<file path="src/rtl/tinyqv_spi_ctrl.sv">
// tinyqv_spi_ctrl: byte-oriented SPI mode-0 controller.
// Shifts one byte out MSB-first at a programmable SCK rate and captures MISO.
// All outputs are registered.
`timescale 1ns/1ps

module tinyqv_spi_ctrl #(
    parameter int unsigned DIV_WIDTH = 4
) (
    input  logic                 clk,
    input  logic                 rst_n,
    input  logic                 start,
    input  logic [7:0]           data_in,
    input  logic                 dc_in,
    input  logic                 end_txn,
    input  logic [DIV_WIDTH-1:0] divider,
    input  logic                 read_latency,
    input  logic                 spi_miso,
    output logic                 busy,
    output logic [7:0]           data_out,
    output logic                 spi_select,
    output logic                 spi_clk_out,
    output logic                 spi_data_out,
    output logic                 spi_dc
);

    typedef enum logic {
        IDLE  = 1'b0,
        SHIFT = 1'b1
    } state_t;

    state_t               state_q, state_d;
    logic [7:0]           tx_q, tx_d;
    logic [7:0]           rx_q, rx_d;
    logic [2:0]           bit_q, bit_d;
    logic [DIV_WIDTH-1:0] half_q, half_d;
    logic [DIV_WIDTH-1:0] div_q, div_d;
    logic                 end_q, end_d;
    logic                 busy_d;
    logic [7:0]           data_out_d;
    logic                 select_d;
    logic                 sck_d;
    logic                 mosi_d;
    logic                 dc_d;
    logic [7:0]           rx_shift;

    assign rx_shift = {rx_q[6:0], spi_miso};

    // State register.
    always_ff @(posedge clk) begin
        if (!rst_n) begin
            state_q <= IDLE;
        end else begin
            state_q <= state_d;
        end
    end

    // Next-state and next-output logic; every half period ends with an SCK edge.
    always_comb begin
        state_d    = state_q;
        tx_d       = tx_q;
        rx_d       = rx_q;
        bit_d      = bit_q;
        half_d     = half_q;
        div_d      = div_q;
        end_d      = end_q;
        busy_d     = busy;
        data_out_d = data_out;
        select_d   = spi_select;
        sck_d      = spi_clk_out;
        mosi_d     = spi_data_out;
        dc_d       = spi_dc;
        case (state_q)
            IDLE: begin
                if (start) begin
                    state_d  = SHIFT;
                    tx_d     = data_in;
                    rx_d     = 8'h00;
                    bit_d    = 3'd0;
                    half_d   = '0;
                    div_d    = divider;
                    end_d    = end_txn;
                    busy_d   = 1'b1;
                    select_d = 1'b0;
                    sck_d    = 1'b0;
                    mosi_d   = data_in[7];
                    dc_d     = dc_in;
                end
            end
            SHIFT: begin
                if (half_q == div_q) begin
                    half_d = '0;
                    if (!spi_clk_out) begin
                        sck_d = 1'b1;
                        if (!read_latency) begin
                            rx_d = rx_shift;
                        end
                    end else begin
                        sck_d = 1'b0;
                        if (read_latency) begin
                            rx_d = rx_shift;
                        end
                        if (bit_q == 3'd7) begin
                            state_d    = IDLE;
                            busy_d     = 1'b0;
                            data_out_d = read_latency ? rx_shift : rx_q;
                            select_d   = end_q;
                        end else begin
                            bit_d  = bit_q + 3'd1;
                            tx_d   = {tx_q[6:0], 1'b0};
                            mosi_d = tx_q[6];
                        end
                    end
                end else begin
                    half_d = half_q + DIV_WIDTH'(1);
                end
            end
        endcase
    end

    // Datapath and output registers.
    always_ff @(posedge clk) begin
        if (!rst_n) begin
            tx_q         <= 8'h00;
            rx_q         <= 8'h00;
            bit_q        <= 3'd0;
            half_q       <= '0;
            div_q        <= '0;
            end_q        <= 1'b0;
            busy         <= 1'b0;
            data_out     <= 8'h00;
            spi_select   <= 1'b1;
            spi_clk_out  <= 1'b0;
            spi_data_out <= 1'b0;
            spi_dc       <= 1'b0;
        end else begin
            tx_q         <= tx_d;
            rx_q         <= rx_d;
            bit_q        <= bit_d;
            half_q       <= half_d;
            div_q        <= div_d;
            end_q        <= end_d;
            busy         <= busy_d;
            data_out     <= data_out_d;
            spi_select   <= select_d;
            spi_clk_out  <= sck_d;
            spi_data_out <= mosi_d;
            spi_dc       <= dc_d;
        end
    end

endmodule

</file>
<file path="config.mk">
export PLATFORM = sky130hd
export DESIGN_NAME = tinyqv_spi_ctrl
export DESIGN_NICKNAME = d
export VERILOG_FILES = /design/src/rtl/tinyqv_spi_ctrl.sv
export SDC_FILE = /design/constraint.sdc
export NUM_CORES = 1
export LEC_CHECK = 0
export ABC_CLOCK_PERIOD_IN_PS = 1900
export CAP_MARGIN = 20
export CORE_ASPECT_RATIO = 1.1
export CORE_MARGIN = 3
export CORE_UTILIZATION = 40
export CTS_CLUSTER_SIZE = 16
export DETAILED_ROUTE_END_ITERATION = 6
export PLACE_DENSITY_LB_ADDON = 0.08
export SETUP_SLACK_MARGIN = 0.1
export SLEW_MARGIN = 15
export SYNTH_ARGS = -nofsm -noshare
export SYNTH_HDL_FRONTEND = slang
export SYNTH_SLANG_ARGS = --single-unit
</file>
<file path="constraint.sdc">
create_clock -name clk -period 1.9 [get_ports clk]
set_clock_uncertainty 0.2 [all_clocks]
set_input_delay 0.38 -clock clk [delete_from_list [all_inputs] [get_ports clk]]
set_output_delay 0.38 -clock clk [all_outputs]
set_load 0.02 [all_outputs]
</file>
==> metrics, run 1 <==
outcome complete, no violations; Post-Syn Area 0.001981 mm²; CP Data Arrival Time 1890 ps; clock sink count 41; Comb power frac 20.5%; Reg2Reg Launch Point div_q[2]$_SDFFE_PN0P_; first-pass GRT wire length 7659 µm; R2R depth 5; Pwr per Cell Area 691.9 mW/mm²; Root Buffer Master clkbuf_8; ys async rst share 0%; initial DRC count 133; fin nets 287; commonest non-fill, non-tap cell in the layout dfxtp_1; Hold Crit Class register to register; Final TNS setup 0 ps; All-Layer GR Usage 16.71%; layout cells sized above 1 24.06%; CP required 1940 ps; Yosys warning total 0; grt total ovfl 0; critical path type register to register; # IOs 32; Initial Utilization 41.99%; Clock Latency Late Sink 290 ps; initial antenna violation count 0; CTS tree yes; Internal 1.324 mW; Overall Power 1.852 mW; worst-margin pin slew 555.7 ps; via count 1,790; Worst Path Max Fanout 10; MaxCap Viol Count 0; number of global-route vias before repair 1,667; switching pwr 0.5278 mW; dpl ws -127.9 ps; VDD IR max 0.4148 mV; clock-pin slew on the worst setup and hold paths 80 ps; achievable frequency 541.2 MHz; DRT Pass-1 Iters 5; most frequent cells in the layout dfxtp_1, nand2_1, a21oi_1, buf_4, clkdlybuf4s50_1; register share of total power 49.2%; final worst setup slack 52.32 ps; Yosys reg bits 41; Clock power frac 30.3%; Layout Utilization 56.74%; Setup crit end kind register; CTS Buffer Depth 2; Critical R2R Capture bit_q[0]$_SDFFE_PN0P_; final period utilization 97.25%; final WL 4742 µm; number of remaining DRC errors 0; # rows 26; routed length per instance 14.73 µm; Final HPWL DP 3121 µm; Synth cell types 37; Main synth FF type dfxtp_1; pin count of the biggest net entering global routing 25; final hold vios 0; Setup Fix Bufs, Post-CTS 0; CTS Buf Count 5; crit path launch type register; Synth Area per Inst 8.962 µm²; slew margin rel. 62.88%; Tmin final 1848 ps; Worst Hold Path EP spi_dc$_SDFFE_PN0P_; Switching Share 28.50%; Die ar. 0.005833 mm²; synthesized netlist cell count 221; syn nets 243; number of flops mapped to enable cells by yosys 0; Slew Limit Fails 0; RSZ-0062 raised after global routing yes; r2r setup slk 50 ps; Antenna Nets Post-Route 0; IO Port Bufs 31; final estimated routing congestion in global placement 0.7622; P_leak 1.102 nW; Area Growth Syn to Fin 35.12%; Die W 73.10 µm; # diodes 0; chip height 79.80 µm; sequential-to-total area share from yosys stat 41.44%; CTS Hold Bufs 0; hold_ws 260.2 ps; Hold Crit Depth 2; core area 0.004717 mm²; Final setup viols 0; number of H-tree levels 2; DR vias/cell 5.559; HP Start spi_dc$_SDFFE_PN0P_
worst max-delay path, stage by stage (launching register included):
cell,delay (ps)
dfxtp_2,340
xor2_2,190
or4_4,570
buf_8,170
nor4_4,200
a31o_2,120
routing by layer:
| metal | global-route usage [%] | vias to the layer above | share of wire (%) |
|---|---|---|---|
| met5 | 0 | - | 0 |
| met4 | 8.672 | 0 | 1.0 |
| met3 | 2.771 | 8 | 4.5 |
| met2 | 25.94 | 47 | 46 |
| met1 | 21.93 | 849 | 49 |
| li1 | - | 886 | - |
registers in the layout (all words and copies together) (netlist names):
register	count
data_out	8
rx_q	8
tx_q	7
div_q	4
half_q	4
bit_q	3
busy	1
end_q	1
spi_clk_out	1
spi_data_out	1
spi_dc	1
spi_select	1
state_q	1
synthesized netlist by cell type (3+ instances only):
| cell | number | area (µm²) |
|---|---|---|
| dfxtp_1 | 41 | 820.8 |
| nand2_1 | 33 | 123.9 |
| a21oi_1 | 20 | 100.1 |
| mux2i_1 | 15 | 150.1 |
| nand3_1 | 13 | 65.06 |
| nor3_1 | 10 | 50.05 |
| a211oi_1 | 9 | 67.56 |
| and3_1 | 9 | 56.30 |
| clkbuf_1 | 9 | 33.78 |
| a221o_1 | 8 | 80.08 |
| mux2_2 | 7 | 78.83 |
| buf_2 | 5 | 25.02 |
| nor2_1 | 5 | 18.77 |
| o211ai_1 | 4 | 30.03 |
| xor2_1 | 4 | 35.03 |
| ha_1 | 3 | 37.54 |
power by group through the flow:
stage / registers, mW / clock network, mW / logic [mW]
after floorplan: 0.934 / 0 / 0.199
after global placement: 0.929 / 0 / 0.339
after detailed placement: 0.929 / 0 / 0.337
after CTS: 0.910 / 0.579 / 0.358
after global routing: 0.915 / 0.612 / 0.410
final: 0.911 / 0.561 / 0.380
kinds of logic (layout without fill, tap and decap cells):
logic type      after synthesis  after routing  synth area share (%)
xor+xnor                      5              5                 2.211
flops                        41             41                 41.44
simple gates                 85             85                 22.05
mux                          22             22                 11.56
buf+inv                      19             64                 4.864
compound gates               46             46                 15.98
fa+ha+maj                     3              3                 1.895
repair_timing:
item | 4_1_cts | 5_1_grt
gates resized for setup | 25 | 17
gates cloned | 1 | 0
setup endpoints to repair | 27 | 25
pin swaps | 2 | 0
cell type report:
| cell class | count | area [µm²] |
|---|---|---|
| fillers | 446 | 2041 |
| multi-input cells | 161 | 1179 |
| flip-flops and latches | 41 | 827.0 |
| repair buffers | 55 | 514.2 |
| clock buffers | 6 | 72.57 |
| well taps | 56 | 70.07 |
| clock inverters | 2 | 10.01 |
| inverters | 1 | 3.754 |
how the worst max path moves through the flow:
stage / from / endpoint / slack [ps] / cells after the start
after floorplan: half_q[3]$_SDFFE_PN0P_ / tx_q[0]$_SDFFE_PN0P_ / 40 / 6
after global placement: read_latency / rx_q[4]$_SDFFE_PN0P_ / -110 / 4
after detailed placement: read_latency / rx_q[4]$_SDFFE_PN0P_ / -130 / 5
after CTS: div_q[2]$_SDFFE_PN0P_ / bit_q[0]$_SDFFE_PN0P_ / 40 / 5
after global routing: div_q[2]$_SDFFE_PN0P_ / bit_q[0]$_SDFFE_PN0P_ / -3 / 5
final: div_q[2]$_SDFFE_PN0P_ / bit_q[0]$_SDFFE_PN0P_ / 50 / 5
through the flow:
stage	instance area, µm²	cells
floorplan	1991	221
detailed placement	2475	313
global placement	2475	313
finish	2676	322
global route	2676	322
CTS	2595	322
Power figures use the tool's default switching activity.
==> run 2, diff against run 1 <==
--- a/config.mk
+++ b/config.mk
@@ -10,6 +10,7 @@
 export CORE_ASPECT_RATIO = 1.1
 export CORE_MARGIN = 3
 export CORE_UTILIZATION = 40
+export CTS_BUF_LIST = sky130_fd_sc_hd__clkbuf_16
 export CTS_CLUSTER_SIZE = 16
 export DETAILED_ROUTE_END_ITERATION = 6
 export PLACE_DENSITY_LB_ADDON = 0.08
==> run 2 against run 1 <==
Net effect:
- fmax barely moved
- clock power rose by 44%
- critical endpoint is now rx_q[4]$_SDFFE_PN0P_
- core utilization rose by 0.88 points
- hold slack worse by 2.2 ps
- non-clock buffer count unchanged
- design area increased by 1.5%
- largest power group unchanged
- highest routed layer unchanged
==> metrics, run 2 (synthesized netlist as in run 1, its figures left out) <==
Hold Crit Class register to register; Final TNS setup 0 ps (unchanged); DRT Pass-1 Iters 5 (unchanged); final period utilization 97.26% (about the same); Clock Latency Late Sink 280 ps (about the same); dpl cell area 0.002475 mm² (unchanged); Initial Utilization 41.99% (unchanged); Setup crit end kind register; Clock power frac 38.5% (+8.2 points); Critical R2R Capture rx_q[4]$_SDFFE_PN0P_; core area 0.004717 mm² (unchanged); Root Buffer Master clkbuf_16; CTS tree yes; # rows 26 (unchanged); register share of total power 43.6% (-5.6 points); crit path launch type register; CP required 1920 ps (-20 ps); RSZ-0062 raised after global routing yes; CTS Buffer Depth 2 (unchanged); Switching Share 26.17% (-2.3 points); number of H-tree levels 2 (unchanged); IO Port Bufs 31 (unchanged); via count 1,809 (+1.1%); final instance area 0.002718 mm² (+1.5%); number of global-route vias before repair 1,654 (-0.78%); Hold Crit Depth 2 (unchanged); Tmin final 1848 ps (+0.3350 ps); Worst Path Buf+Inv 1 (unchanged); first-pass GRT wire length 7652 µm (about the same); grt total ovfl 0 (unchanged); pin count of the biggest net entering global routing 25 (unchanged); routed length per instance 14.70 µm (-0.17%); Die W 73.10 µm (unchanged); outcome complete, no violations; # IOs 32 (unchanged); MaxCap Viol Count 0 (unchanged); critical path type register to register; All-Layer GR Usage 16.79% (+0.082 points); switching pwr 0.5481 mW (+3.8%); CP max-delay cell or4_4; chip height 79.80 µm (unchanged); clock sink count 41 (unchanged); Comb power frac 17.9% (-2.6 points); Area Growth Syn to Fin 37.21%; commonest non-fill, non-tap cell in the layout dfxtp_1; Final HPWL DP 3121 µm (unchanged); R2R depth 5 (unchanged); DR vias/cell 5.618 (+1.1%); initial antenna violation count 0 (unchanged); achievable frequency 541.1 MHz (about the same); Worst Hold Path EP tx_q[6]$_SDFFE_PN0P_; Die ar. 0.005833 mm² (unchanged); CP Cell Sequence xor2_2, or4_4, buf_8, nor3_1, a221o_1; Internal 1.546 mW (+17%); CP top delay family simple AND/OR/NAND/NOR gates; Slew Limit Fails 0 (unchanged); final estimated routing congestion in global placement 0.7622 (unchanged); slew margin rel. 62.28% (-0.59 points); biggest regs data_out: 8 flops, rx_q: 8 flops, tx_q: 7 flops; # diodes 0 (unchanged); final hold vios 0 (unchanged); most frequent cells in the layout dfxtp_1, nand2_1, buf_4; worst-margin pin slew 564.6 ps (+8.900 ps); clock-pin slew on the worst setup and hold paths 60 ps (-20 ps); P_leak 1.140 nW (+3.5%); number of remaining DRC errors 0 (unchanged); r2r setup slk 50 ps (about the same); final WL 4734 µm (-0.17%); Antenna Nets Post-Route 0 (unchanged); CP peak stage delay 570 ps (about the same); initial DRC count 140 (+5.3%); fin nets 287 (unchanged); layout cells sized above 1 22.56% (-1.5 points); Setup Fix Bufs, Post-CTS 0 (unchanged); HP Start tx_q[6]$_SDFFE_PN0P_; CP Data Arrival Time 1870 ps (-20 ps); Layout Utilization 57.61% (+0.88 points); VDD IR max 0.4208 mV (+1.5%); Final setup viols 0 (unchanged); Pwr per Cell Area 770.6 mW/mm² (+11%); Worst Path Max Fanout 10 (unchanged); CTS Buf Count 5 (unchanged); fill count 430 (-3.6%); Reg2Reg Launch Point div_q[2]$_SDFFE_PN0P_
[run 2: changes by cell type in the layout (fill, tap and decap cells not counted), sizes merged]
cell,change
clkbuf,-1
dlygate4sd2,-1
dlymetal6s2s,+1
inv,+1
[run 2: how the worst max path moves through the flow]
stage | slack (ps) | to | from | depth (start not counted)
after global placement | -110 | rx_q[4]$_SDFFE_PN0P_ | read_latency | 4
after detailed placement | -130 | rx_q[4]$_SDFFE_PN0P_ | read_latency | 5
final | 50 | rx_q[4]$_SDFFE_PN0P_ | div_q[2]$_SDFFE_PN0P_ | 5
after CTS | 50 | bit_q[0]$_SDFFE_PN0P_ | half_q[3]$_SDFFE_PN0P_ | 5
after floorplan | 40 | tx_q[0]$_SDFFE_PN0P_ | half_q[3]$_SDFFE_PN0P_ | 6
after global routing | -6 | bit_q[0]$_SDFFE_PN0P_ | div_q[2]$_SDFFE_PN0P_ | 5
[run 2: routing by layer]
| layer | track usage, % | part of all wire, % |
|---|---|---|
| met1 | 21.79 | 49 |
| met2 | 25.85 | 45 |
| met3 | 4.282 | 5.0 |
| met4 | 7.565 | 1.3 |
| met5 | 0 | 0 |
[run 2: layout make-up]
class | count | area, µm² | share of cell area (%)
sequential | 41 | 822.0 | 30.25
tap | 56 | 70.07 | 2.578
timing repair buffer | 55 | 514.2 | 18.92
multi-input combinational | 161 | 1169 | 43.00
clock inverter | 3 | 13.76 | 0.5064
inverter | 1 | 3.754 | 0.1381
clock buffer | 5 | 125.1 | 4.604
[run 2: what timing repair did]
item / CTS / global route
gates cloned: 1 / 0
gates resized for setup: 21 / 14
endpoints found under the setup margin: 26 / 25
pin swaps: 0 / 1
hold buffers: 0 / 0
[run 2: worst reg2reg max path, cell delays in order, from the launching register on]
cell and delay, ps:
dfxtp_1 330, xor2_2 190, or4_4 570, buf_8 170, nor3_1 180, a221o_1 140
[run 2: power by group through the flow]
stage | combinational, mW | clock [mW] | sequential [mW]
2_1_floorplan | 0.199 | 0 | 0.934
3_3_place_gp | 0.339 | 0 | 0.929
3_5_place_dp | 0.337 | 0 | 0.929
4_1_cts | 0.358 | 0.832 | 0.912
5_1_grt | 0.405 | 0.864 | 0.917
6_report | 0.376 | 0.806 | 0.913
[run 2: per-stage QoR]
stage	std cells	hold slack (ps)	worst slack, ps	power (mW)
after floorplan	221	234.6	39.36	1.133
after global placement	313	247.0	-106.3	1.268
after detailed placement	313	250.8	-127.9	1.266
after CTS	322	259.7	48.08	2.102
after global routing	322	267.5	-5.894	2.185
final	322	258.0	51.98	2.094
